==> config.mk <==
export PLATFORM = sky130hd
export DESIGN_NAME = mips_multi_ctrl_flat
export DESIGN_NICKNAME = d
export VERILOG_FILES = /design/src/rtl/mips_multi_ctrl_pkg.sv /design/src/rtl/mips_multi_ctrl_if.sv /design/src/rtl/mips_multi_ctrl_aludec.sv /design/src/rtl/mips_multi_ctrl.sv /design/src/flat_wrapper.sv
export SDC_FILE = /design/constraint.sdc
export NUM_CORES = 1
export LEC_CHECK = 0
export ABC_CLOCK_PERIOD_IN_PS = 3600
export BUFFER_PORTS_ARGS = -buffer_cell sky130_fd_sc_hd__buf_2
export CORE_MARGIN = 5
export CORE_UTILIZATION = 50
export DETAILED_ROUTE_END_ITERATION = 10
export PLACE_DENSITY = 0.82
export SLEW_MARGIN = 10
export SYNTH_ARGS = -nofsm -noshare
export SYNTH_HDL_FRONTEND = slang
export SYNTH_SLANG_ARGS = --single-unit
export TNS_END_PERCENT = 5
==> constraint.sdc <==
create_clock -name i_clk -period 3.6 [get_ports i_clk]
set_clock_uncertainty 0.05 [all_clocks]
set_input_delay 0.36 -clock i_clk [delete_from_list [all_inputs] [get_ports i_clk]]
set_output_delay 0.36 -clock i_clk [all_outputs]
set_load 0.01 [all_outputs]
==> src/rtl/mips_multi_ctrl_pkg.sv <==
// Shared constants, state type and per-state control word for the multicycle MIPS controller.
package mips_multi_ctrl_pkg;

  // Opcodes (IR[31:26])
  localparam logic [5:0] OpRtype = 6'b000000;
  localparam logic [5:0] OpLw    = 6'b100011;
  localparam logic [5:0] OpSw    = 6'b101011;
  localparam logic [5:0] OpBeq   = 6'b000100;
  localparam logic [5:0] OpAddi  = 6'b001000;
  localparam logic [5:0] OpJ     = 6'b000010;

  // R-type funct codes (IR[5:0])
  localparam logic [5:0] FnAdd = 6'b100000;
  localparam logic [5:0] FnSub = 6'b100010;
  localparam logic [5:0] FnAnd = 6'b100100;
  localparam logic [5:0] FnOr  = 6'b100101;
  localparam logic [5:0] FnSlt = 6'b101010;

  // ALU control encodings
  localparam logic [2:0] AluAdd = 3'b010;
  localparam logic [2:0] AluSub = 3'b110;
  localparam logic [2:0] AluAnd = 3'b000;
  localparam logic [2:0] AluOr  = 3'b001;
  localparam logic [2:0] AluSlt = 3'b111;

  // ALU source B select
  localparam logic [1:0] SrcBReg   = 2'b00;
  localparam logic [1:0] SrcBFour  = 2'b01;
  localparam logic [1:0] SrcBImm   = 2'b10;
  localparam logic [1:0] SrcBImmSh = 2'b11;

  // PC source select
  localparam logic [1:0] PcSrcAlu    = 2'b00;
  localparam logic [1:0] PcSrcAluOut = 2'b01;
  localparam logic [1:0] PcSrcJump   = 2'b10;

  typedef enum logic [3:0] {
    StFetch   = 4'd0,
    StDecode  = 4'd1,
    StMemAdr  = 4'd2,
    StMemRd   = 4'd3,
    StMemWb   = 4'd4,
    StMemWr   = 4'd5,
    StExecute = 4'd6,
    StAluWb   = 4'd7,
    StBranch  = 4'd8,
    StAddiEx  = 4'd9,
    StAddiWb  = 4'd10,
    StJump    = 4'd11,
    StHalt    = 4'd12
  } state_t;

  // Control word held in the output register; pc_write/branch are combined with zero later.
  typedef struct packed {
    logic       ior_d;
    logic       mem_write;
    logic       ir_write;
    logic       reg_dst;
    logic       mem_to_reg;
    logic       reg_write;
    logic       alu_src_a;
    logic [1:0] alu_src_b;
    logic [2:0] alu_ctrl;
    logic [1:0] pc_src;
    logic       pc_write;
    logic       branch;
    logic       instr_done;
    logic       halted;
  } ctrl_t;

  // Moore output decode; ex_alu is the funct-decoded ALU op, only used in EXECUTE.
  function automatic ctrl_t state_ctrl(state_t s, logic [2:0] ex_alu);
    ctrl_t c;
    c          = '0;
    c.alu_ctrl = AluAdd;
    case (s)
      StFetch: begin
        c.ir_write  = 1'b1;
        c.alu_src_b = SrcBFour;
        c.pc_src    = PcSrcAlu;
        c.pc_write  = 1'b1;
      end
      StDecode: begin
        c.alu_src_b = SrcBImmSh;
      end
      StMemAdr: begin
        c.alu_src_a = 1'b1;
        c.alu_src_b = SrcBImm;
      end
      StMemRd: begin
        c.ior_d = 1'b1;
      end
      StMemWb: begin
        c.mem_to_reg = 1'b1;
        c.reg_write  = 1'b1;
        c.instr_done = 1'b1;
      end
      StMemWr: begin
        c.ior_d      = 1'b1;
        c.mem_write  = 1'b1;
        c.instr_done = 1'b1;
      end
      StExecute: begin
        c.alu_src_a = 1'b1;
        c.alu_src_b = SrcBReg;
        c.alu_ctrl  = ex_alu;
      end
      StAluWb: begin
        c.reg_dst    = 1'b1;
        c.reg_write  = 1'b1;
        c.instr_done = 1'b1;
      end
      StBranch: begin
        c.alu_src_a  = 1'b1;
        c.alu_src_b  = SrcBReg;
        c.alu_ctrl   = AluSub;
        c.branch     = 1'b1;
        c.pc_src     = PcSrcAluOut;
        c.instr_done = 1'b1;
      end
      StAddiEx: begin
        c.alu_src_a = 1'b1;
        c.alu_src_b = SrcBImm;
      end
      StAddiWb: begin
        c.reg_write  = 1'b1;
        c.instr_done = 1'b1;
      end
      StJump: begin
        c.pc_src     = PcSrcJump;
        c.pc_write   = 1'b1;
        c.instr_done = 1'b1;
      end
      StHalt: begin
        c.halted = 1'b1;
      end
      default: ;
    endcase
    return c;
  endfunction

endpackage

==> src/rtl/mips_multi_ctrl_if.sv <==
// Controller <-> datapath signal bundle: IR fields and flags in, selects and enables out.
interface mips_multi_ctrl_if;
  logic [5:0] opcode;
  logic [5:0] funct;
  logic       zero;
  logic       ior_d;
  logic       mem_write;
  logic       ir_write;
  logic       reg_dst;
  logic       mem_to_reg;
  logic       reg_write;
  logic       alu_src_a;
  logic [1:0] alu_src_b;
  logic [2:0] alu_ctrl;
  logic [1:0] pc_src;
  logic       pc_en;
  logic       instr_done;
  logic       halted;

  // Controller side
  modport master (
    input  opcode, funct, zero,
    output ior_d, mem_write, ir_write, reg_dst, mem_to_reg, reg_write,
    output alu_src_a, alu_src_b, alu_ctrl, pc_src, pc_en, instr_done, halted
  );

  // Datapath side
  modport slave (
    output opcode, funct, zero,
    input  ior_d, mem_write, ir_write, reg_dst, mem_to_reg, reg_write,
    input  alu_src_a, alu_src_b, alu_ctrl, pc_src, pc_en, instr_done, halted
  );
endinterface

==> src/rtl/mips_multi_ctrl_aludec.sv <==
// Combinational R-type funct -> ALU control decoder; unknown functs fall back to add.
module mips_multi_ctrl_aludec
  import mips_multi_ctrl_pkg::*;
(
  input  logic [5:0] i_funct,
  output logic [2:0] o_alu_ctrl
);

  // funct lookup
  always_comb begin
    o_alu_ctrl = AluAdd;
    case (i_funct)
      FnAdd:   o_alu_ctrl = AluAdd;
      FnSub:   o_alu_ctrl = AluSub;
      FnAnd:   o_alu_ctrl = AluAnd;
      FnOr:    o_alu_ctrl = AluOr;
      FnSlt:   o_alu_ctrl = AluSlt;
      default: o_alu_ctrl = AluAdd;
    endcase
  end

endmodule

==> src/rtl/mips_multi_ctrl.sv <==
// Moore control FSM for the multicycle MIPS datapath.
// The control word is registered from the next state, so it lines up with the state register
// exactly as a Moore decode would, without a combinational decode path after the flops.
module mips_multi_ctrl
  import mips_multi_ctrl_pkg::*;
#(
  parameter bit ILLEGAL_TRAP = 1'b0
) (
  input logic              i_clk,
  input logic              i_reset,
  mips_multi_ctrl_if.master bus
);

  state_t     r_state;
  state_t     w_state_next;
  ctrl_t      r_ctrl;
  logic [2:0] w_ex_alu;

  mips_multi_ctrl_aludec u_aludec (
    .i_funct    (bus.funct),
    .o_alu_ctrl (w_ex_alu)
  );

  // Next-state selection; funct/opcode are stable from DECODE, so decoding ahead is safe.
  always_comb begin
    w_state_next = StFetch;
    case (r_state)
      StFetch:  w_state_next = StDecode;
      StDecode: begin
        case (bus.opcode)
          OpLw, OpSw: w_state_next = StMemAdr;
          OpRtype:    w_state_next = StExecute;
          OpBeq:      w_state_next = StBranch;
          OpAddi:     w_state_next = StAddiEx;
          OpJ:        w_state_next = StJump;
          default:    w_state_next = ILLEGAL_TRAP ? StHalt : StFetch;
        endcase
      end
      StMemAdr:  w_state_next = (bus.opcode == OpLw) ? StMemRd : StMemWr;
      StMemRd:   w_state_next = StMemWb;
      StExecute: w_state_next = StAluWb;
      StAddiEx:  w_state_next = StAddiWb;
      StHalt:    w_state_next = StHalt;
      // Final states and any unused encoding return to FETCH.
      default:   w_state_next = StFetch;
    endcase
  end

  // State and registered control word, synchronous active-high reset to FETCH
  always_ff @(posedge i_clk) begin
    if (i_reset) begin
      r_state <= StFetch;
      r_ctrl  <= state_ctrl(StFetch, w_ex_alu);
    end else begin
      r_state <= w_state_next;
      r_ctrl  <= state_ctrl(w_state_next, w_ex_alu);
    end
  end

  // Selects pass straight through; enables are gated off while reset is high.
  always_comb begin
    bus.ior_d      = r_ctrl.ior_d;
    bus.reg_dst    = r_ctrl.reg_dst;
    bus.mem_to_reg = r_ctrl.mem_to_reg;
    bus.alu_src_a  = r_ctrl.alu_src_a;
    bus.alu_src_b  = r_ctrl.alu_src_b;
    bus.alu_ctrl   = r_ctrl.alu_ctrl;
    bus.pc_src     = r_ctrl.pc_src;
    bus.halted     = r_ctrl.halted;
    bus.mem_write  = r_ctrl.mem_write & ~i_reset;
    bus.ir_write   = r_ctrl.ir_write & ~i_reset;
    bus.reg_write  = r_ctrl.reg_write & ~i_reset;
    bus.instr_done = r_ctrl.instr_done & ~i_reset;
    bus.pc_en      = ~i_reset & (r_ctrl.pc_write | (r_ctrl.branch & bus.zero));
  end

endmodule
==> src/flat_wrapper.sv <==
// flat-port wrapper written by rule: the top's interface ports become plain ports
module mips_multi_ctrl_flat import mips_multi_ctrl_pkg::*;
#(
  parameter bit ILLEGAL_TRAP = 1'b0
)
  (i_clk, i_reset, bus_opcode, bus_funct, bus_zero, bus_ior_d, bus_mem_write, bus_ir_write, bus_reg_dst, bus_mem_to_reg, bus_reg_write, bus_alu_src_a, bus_alu_src_b, bus_alu_ctrl, bus_pc_src, bus_pc_en, bus_instr_done, bus_halted);
  mips_multi_ctrl_if bus_i ();
  input logic i_clk;
  input logic i_reset;
  input wire logic [$bits(bus_i.opcode)-1:0] bus_opcode;
  input wire logic [$bits(bus_i.funct)-1:0] bus_funct;
  input wire logic [$bits(bus_i.zero)-1:0] bus_zero;
  output wire logic [$bits(bus_i.ior_d)-1:0] bus_ior_d;
  output wire logic [$bits(bus_i.mem_write)-1:0] bus_mem_write;
  output wire logic [$bits(bus_i.ir_write)-1:0] bus_ir_write;
  output wire logic [$bits(bus_i.reg_dst)-1:0] bus_reg_dst;
  output wire logic [$bits(bus_i.mem_to_reg)-1:0] bus_mem_to_reg;
  output wire logic [$bits(bus_i.reg_write)-1:0] bus_reg_write;
  output wire logic [$bits(bus_i.alu_src_a)-1:0] bus_alu_src_a;
  output wire logic [$bits(bus_i.alu_src_b)-1:0] bus_alu_src_b;
  output wire logic [$bits(bus_i.alu_ctrl)-1:0] bus_alu_ctrl;
  output wire logic [$bits(bus_i.pc_src)-1:0] bus_pc_src;
  output wire logic [$bits(bus_i.pc_en)-1:0] bus_pc_en;
  output wire logic [$bits(bus_i.instr_done)-1:0] bus_instr_done;
  output wire logic [$bits(bus_i.halted)-1:0] bus_halted;
  assign bus_i.opcode = bus_opcode;
  assign bus_i.funct = bus_funct;
  assign bus_i.zero = bus_zero;
  assign bus_ior_d = bus_i.ior_d;
  assign bus_mem_write = bus_i.mem_write;
  assign bus_ir_write = bus_i.ir_write;
  assign bus_reg_dst = bus_i.reg_dst;
  assign bus_mem_to_reg = bus_i.mem_to_reg;
  assign bus_reg_write = bus_i.reg_write;
  assign bus_alu_src_a = bus_i.alu_src_a;
  assign bus_alu_src_b = bus_i.alu_src_b;
  assign bus_alu_ctrl = bus_i.alu_ctrl;
  assign bus_pc_src = bus_i.pc_src;
  assign bus_pc_en = bus_i.pc_en;
  assign bus_instr_done = bus_i.instr_done;
  assign bus_halted = bus_i.halted;
  mips_multi_ctrl #(.ILLEGAL_TRAP(ILLEGAL_TRAP)) u_core (.i_clk(i_clk), .i_reset(i_reset), .bus(bus_i));
endmodule
==> tab_implementation.tex <==
\begin{tabular}{lr}
\hline
Metric & Value \\
\hline
\multicolumn{2}{l}{\textbf{Run status}} \\
Run status & completed \\
\multicolumn{2}{l}{\textbf{Floorplan}} \\
Number of top-level design ports & 32 \\
Starting utilization of the core area & 0.528 \\
Chip width & 55.7 µm \\
Core area & 0.00198 mm² \\
Die boundary height & 55.7 µm \\
Number of standard-cell rows in the floorplan & 16 \\
Area enclosed by the die boundary & 0.00311 mm² \\
\multicolumn{2}{l}{\textbf{Logic synthesis}} \\
Yosys Warn Count & 0 \\
Post-Synthesis Cells & 120 \\
Most area-consuming cells after synthesis & dfxtp\_1, buf\_4, nor2\_1 \\
Share of the synthesized area in the top cell type & 0.402 \\
Count of different cell masters after synthesis & 42 \\
Syn Area/Cell & 8.72 µm² \\
Post-synthesis register bit count & 21 \\
Post-Synthesis Net Count & 135 \\
Mapped cell area & 0.00105 mm² \\
Cell type with the largest total area after synthesis & dfxtp\_1 \\
Sequential share of the synthesized area & 0.402 \\
\multicolumn{2}{l}{\textbf{Cells and area}} \\
Multi-input gate area & 519 µm² \\
Final instance count without filler cells & 167 \\
Most flops, register & u\_core.r\_ctrl \\
Area grow syn2layout & 12.0\% \\
Commonest non-fill, non-tap cells in the layout & buf\_2, dfxtp\_1, nor2\_1 \\
Share of final-layout standard cells stronger than drive strength 1 & 0.286 \\
Number of flip-flops in the largest register & 5 \\
Final cell utilization of the core & 0.591 \\
Nets & 156 \\
Filler Cell Count & 186 \\
Antenna diode count & 0 \\
Most common cell after layout, fill and taps aside & buf\_2 \\
Storage element area & 420 µm² \\
\multicolumn{2}{l}{\textbf{Routing}} \\
Post-detailed-routing wire length & 2260 µm \\
Post-route DRC violation count & 0 \\
Initial drt markers & 24 \\
Routed vias/inst & 5.54 \\
Detailed-route wire length per cell & 13.5 µm \\
Number of detailed-routing iterations run before antenna repair & 4 \\
ANT nets after route & 0 \\
Total number of vias & 925 \\
\multicolumn{2}{l}{\textbf{Clock tree}} \\
Reg clk slew, reported paths & 0.11 ns \\
Root buf cell & clkbuf\_4 \\
Clock tree from TritonCTS & done \\
CTS HTree Levels & 1 \\
Number of buffers between clock root and the deepest sink & 2 \\
Number of hold buffers added after CTS & 0 \\
Later-pin clock latency in the skew report & 0.30 ns \\
Post-CTS setup buffer count & 0 \\
TritonCTS Sinks & 21 \\
Number of buffers created by CTS & 3 \\
Post\_cts resized & 0 \\
\multicolumn{2}{l}{\textbf{Placement}} \\
Detail Placement HPWL & 1700 µm \\
Number of cells in the design after placement & 163 \\
Placer congestion estimate & 0.839 \\
Number of buffers added on ports & 31 \\
Post-Place Setup Slack & 1.39 ns \\
\multicolumn{2}{l}{\textbf{Job}} \\
\# Max-Cap Violations & 0 \\
\multicolumn{2}{l}{\textbf{Power}} \\
Static leakage power & 0.492 nW \\
Worst vdd rail ir drop & 0.000215 V \\
Power per unit of standard cell area & 346 mW/mm² \\
\multicolumn{2}{l}{\textbf{Global routing}} \\
Antenna violations before repair & 0 \\
GR Overflow Total & 0 \\
First-pass GRT wire length & 3750 µm \\
Global routing usage on met2 & 0.274 \\
Total global-route track usage & 0.152 \\
Number of global-route vias before repair & 851 \\
Pin count of the biggest net entering global routing & 20 \\
Met3 GRT Util & 0.0534 \\
Most crowded layer after global routing & met2 \\
Global routing met1 resource utilization & 0.163 \\
\multicolumn{2}{l}{\textbf{Critical path}} \\
Kind of end point of the critical path & flip-flop \\
Worst Path Class, Setup & reg -> reg \\
Required time of the critical path & 3.75 ns \\
Element type at the critical path start & flip-flop \\
Launching element of the worst setup path & u\_core.r\_state[0] \\
Crit Path Max Fanout & 10 \\
Launch instance of the worst register-to-register path & u\_core.r\_state[0] \\
Arrival time of the worst setup path & 2.35 ns \\
\multicolumn{2}{l}{\textbf{Timing}} \\
Normalized max-slew margin & 0.639 \\
Setup repair after global routing missed its margin & no \\
Post-route minimum period & 2.20 ns \\
Post-route setup TNS & 0 ns \\
Minimum setup slack in the final design & 1.40 ns \\
Final Hold Vio Count & 0 \\
Max Slew Vio Count & 0 \\
Worst Max-Slew Pin Slew & 0.541 ns \\
Count of endpoints failing setup in the final report & 0 \\
Final clock period utilization by the worst path & 0.612 \\
Fmax achieved & 454 MHz \\
\multicolumn{2}{l}{\textbf{Min path}} \\
Type of the tightest min-delay check & in -> reg \\
Origin of the worst min-delay path & bus\_funct[4] \\
\hline
\end{tabular}
[stage by stage]
stage               instance area [µm²]  hold WS [ns]  total power [W]
floorplan                          1050         0.446         0.000285
global placement                   1140         0.552         0.000297
detailed placement                 1140         0.566         0.000300
CTS                                1170         0.244         0.000405
global route                       1170         0.253         0.000424
finish                             1170         0.243         0.000405
[path summary, 6_finish.rpt]
check	to	slack, ns	depth (start not counted)
max	u_core.r_ctrl[3]	1.40	5
min	u_core.bus.alu_ctrl[1]	0.24	3
max reg2reg	u_core.r_ctrl[3]	1.40	5
min reg2reg	u_core.r_ctrl[12]	0.60	2
[cell type report]
cell class	count	area share
clock inverter	1	0.00427
sequential	21	0.359
clock buffer	3	0.0192
multi-input combinational	80	0.443
inverter	4	0.0128
tap	27	0.0288
timing repair buffer	31	0.132
[routing by layer]
layer  wire, µm  up-vias
met2       1140       38
li1           -      465
met1        898      416
met5          0        -
met3        194        6
met4         25        0
[cells by family after synthesis]
family | after synthesis | share of synthesized area
AOI/OAI and AO/OA | 22 | 0.157
xor gates and xnor gates | 3 | 0.0251
DFF | 21 | 0.402
buffers and inverters | 19 | 0.102
and+or+nand+nor | 55 | 0.315
[where the power goes]
| part | switching, W | internal [W] | leakage, nW |
|---|---|---|---|
| logic | 0.0000302 | 0.0000235 | 0.303 |
| clock network | 0.0000686 | 0.0000415 | 0.0177 |
| registers | 0.00000390 | 0.000238 | 0.171 |
| total | 0.000103 | 0.000303 | 0.492 |
[worst max-delay path, cell delays in order (launching register included)]
cell and delay, ns:
dfxtp_1 0.51, or4b_4 0.54, nor3_2 0.30, a21oi_1 0.19, and4_4 0.20, or3_1 0.30
[synthesized netlist by cell type (all sizes together)]
library cell	number
dfxtp	21
nor2	13
buf	9
nor3	7
a21oi	6
clkbuf	6
nand3	5
nor2b	5
inv	4
nand2b	4
nor3b	4
o21ai	4
xor2	3
nand2	2
nand4bb	2
nor4	2
o311ai	2
or2	2
a211o	1
a21boi	1
a221o	1
a22oi	1
a311oi	1
a31o	1
and2	1
and3	1
and4	1
nand3b	1
nand4	1
nor4b	1
o211ai	1
o311a	1
o41a	1
o41ai	1
or3	1
or4	1
or4b	1
Power figures use the tool's default switching activity.
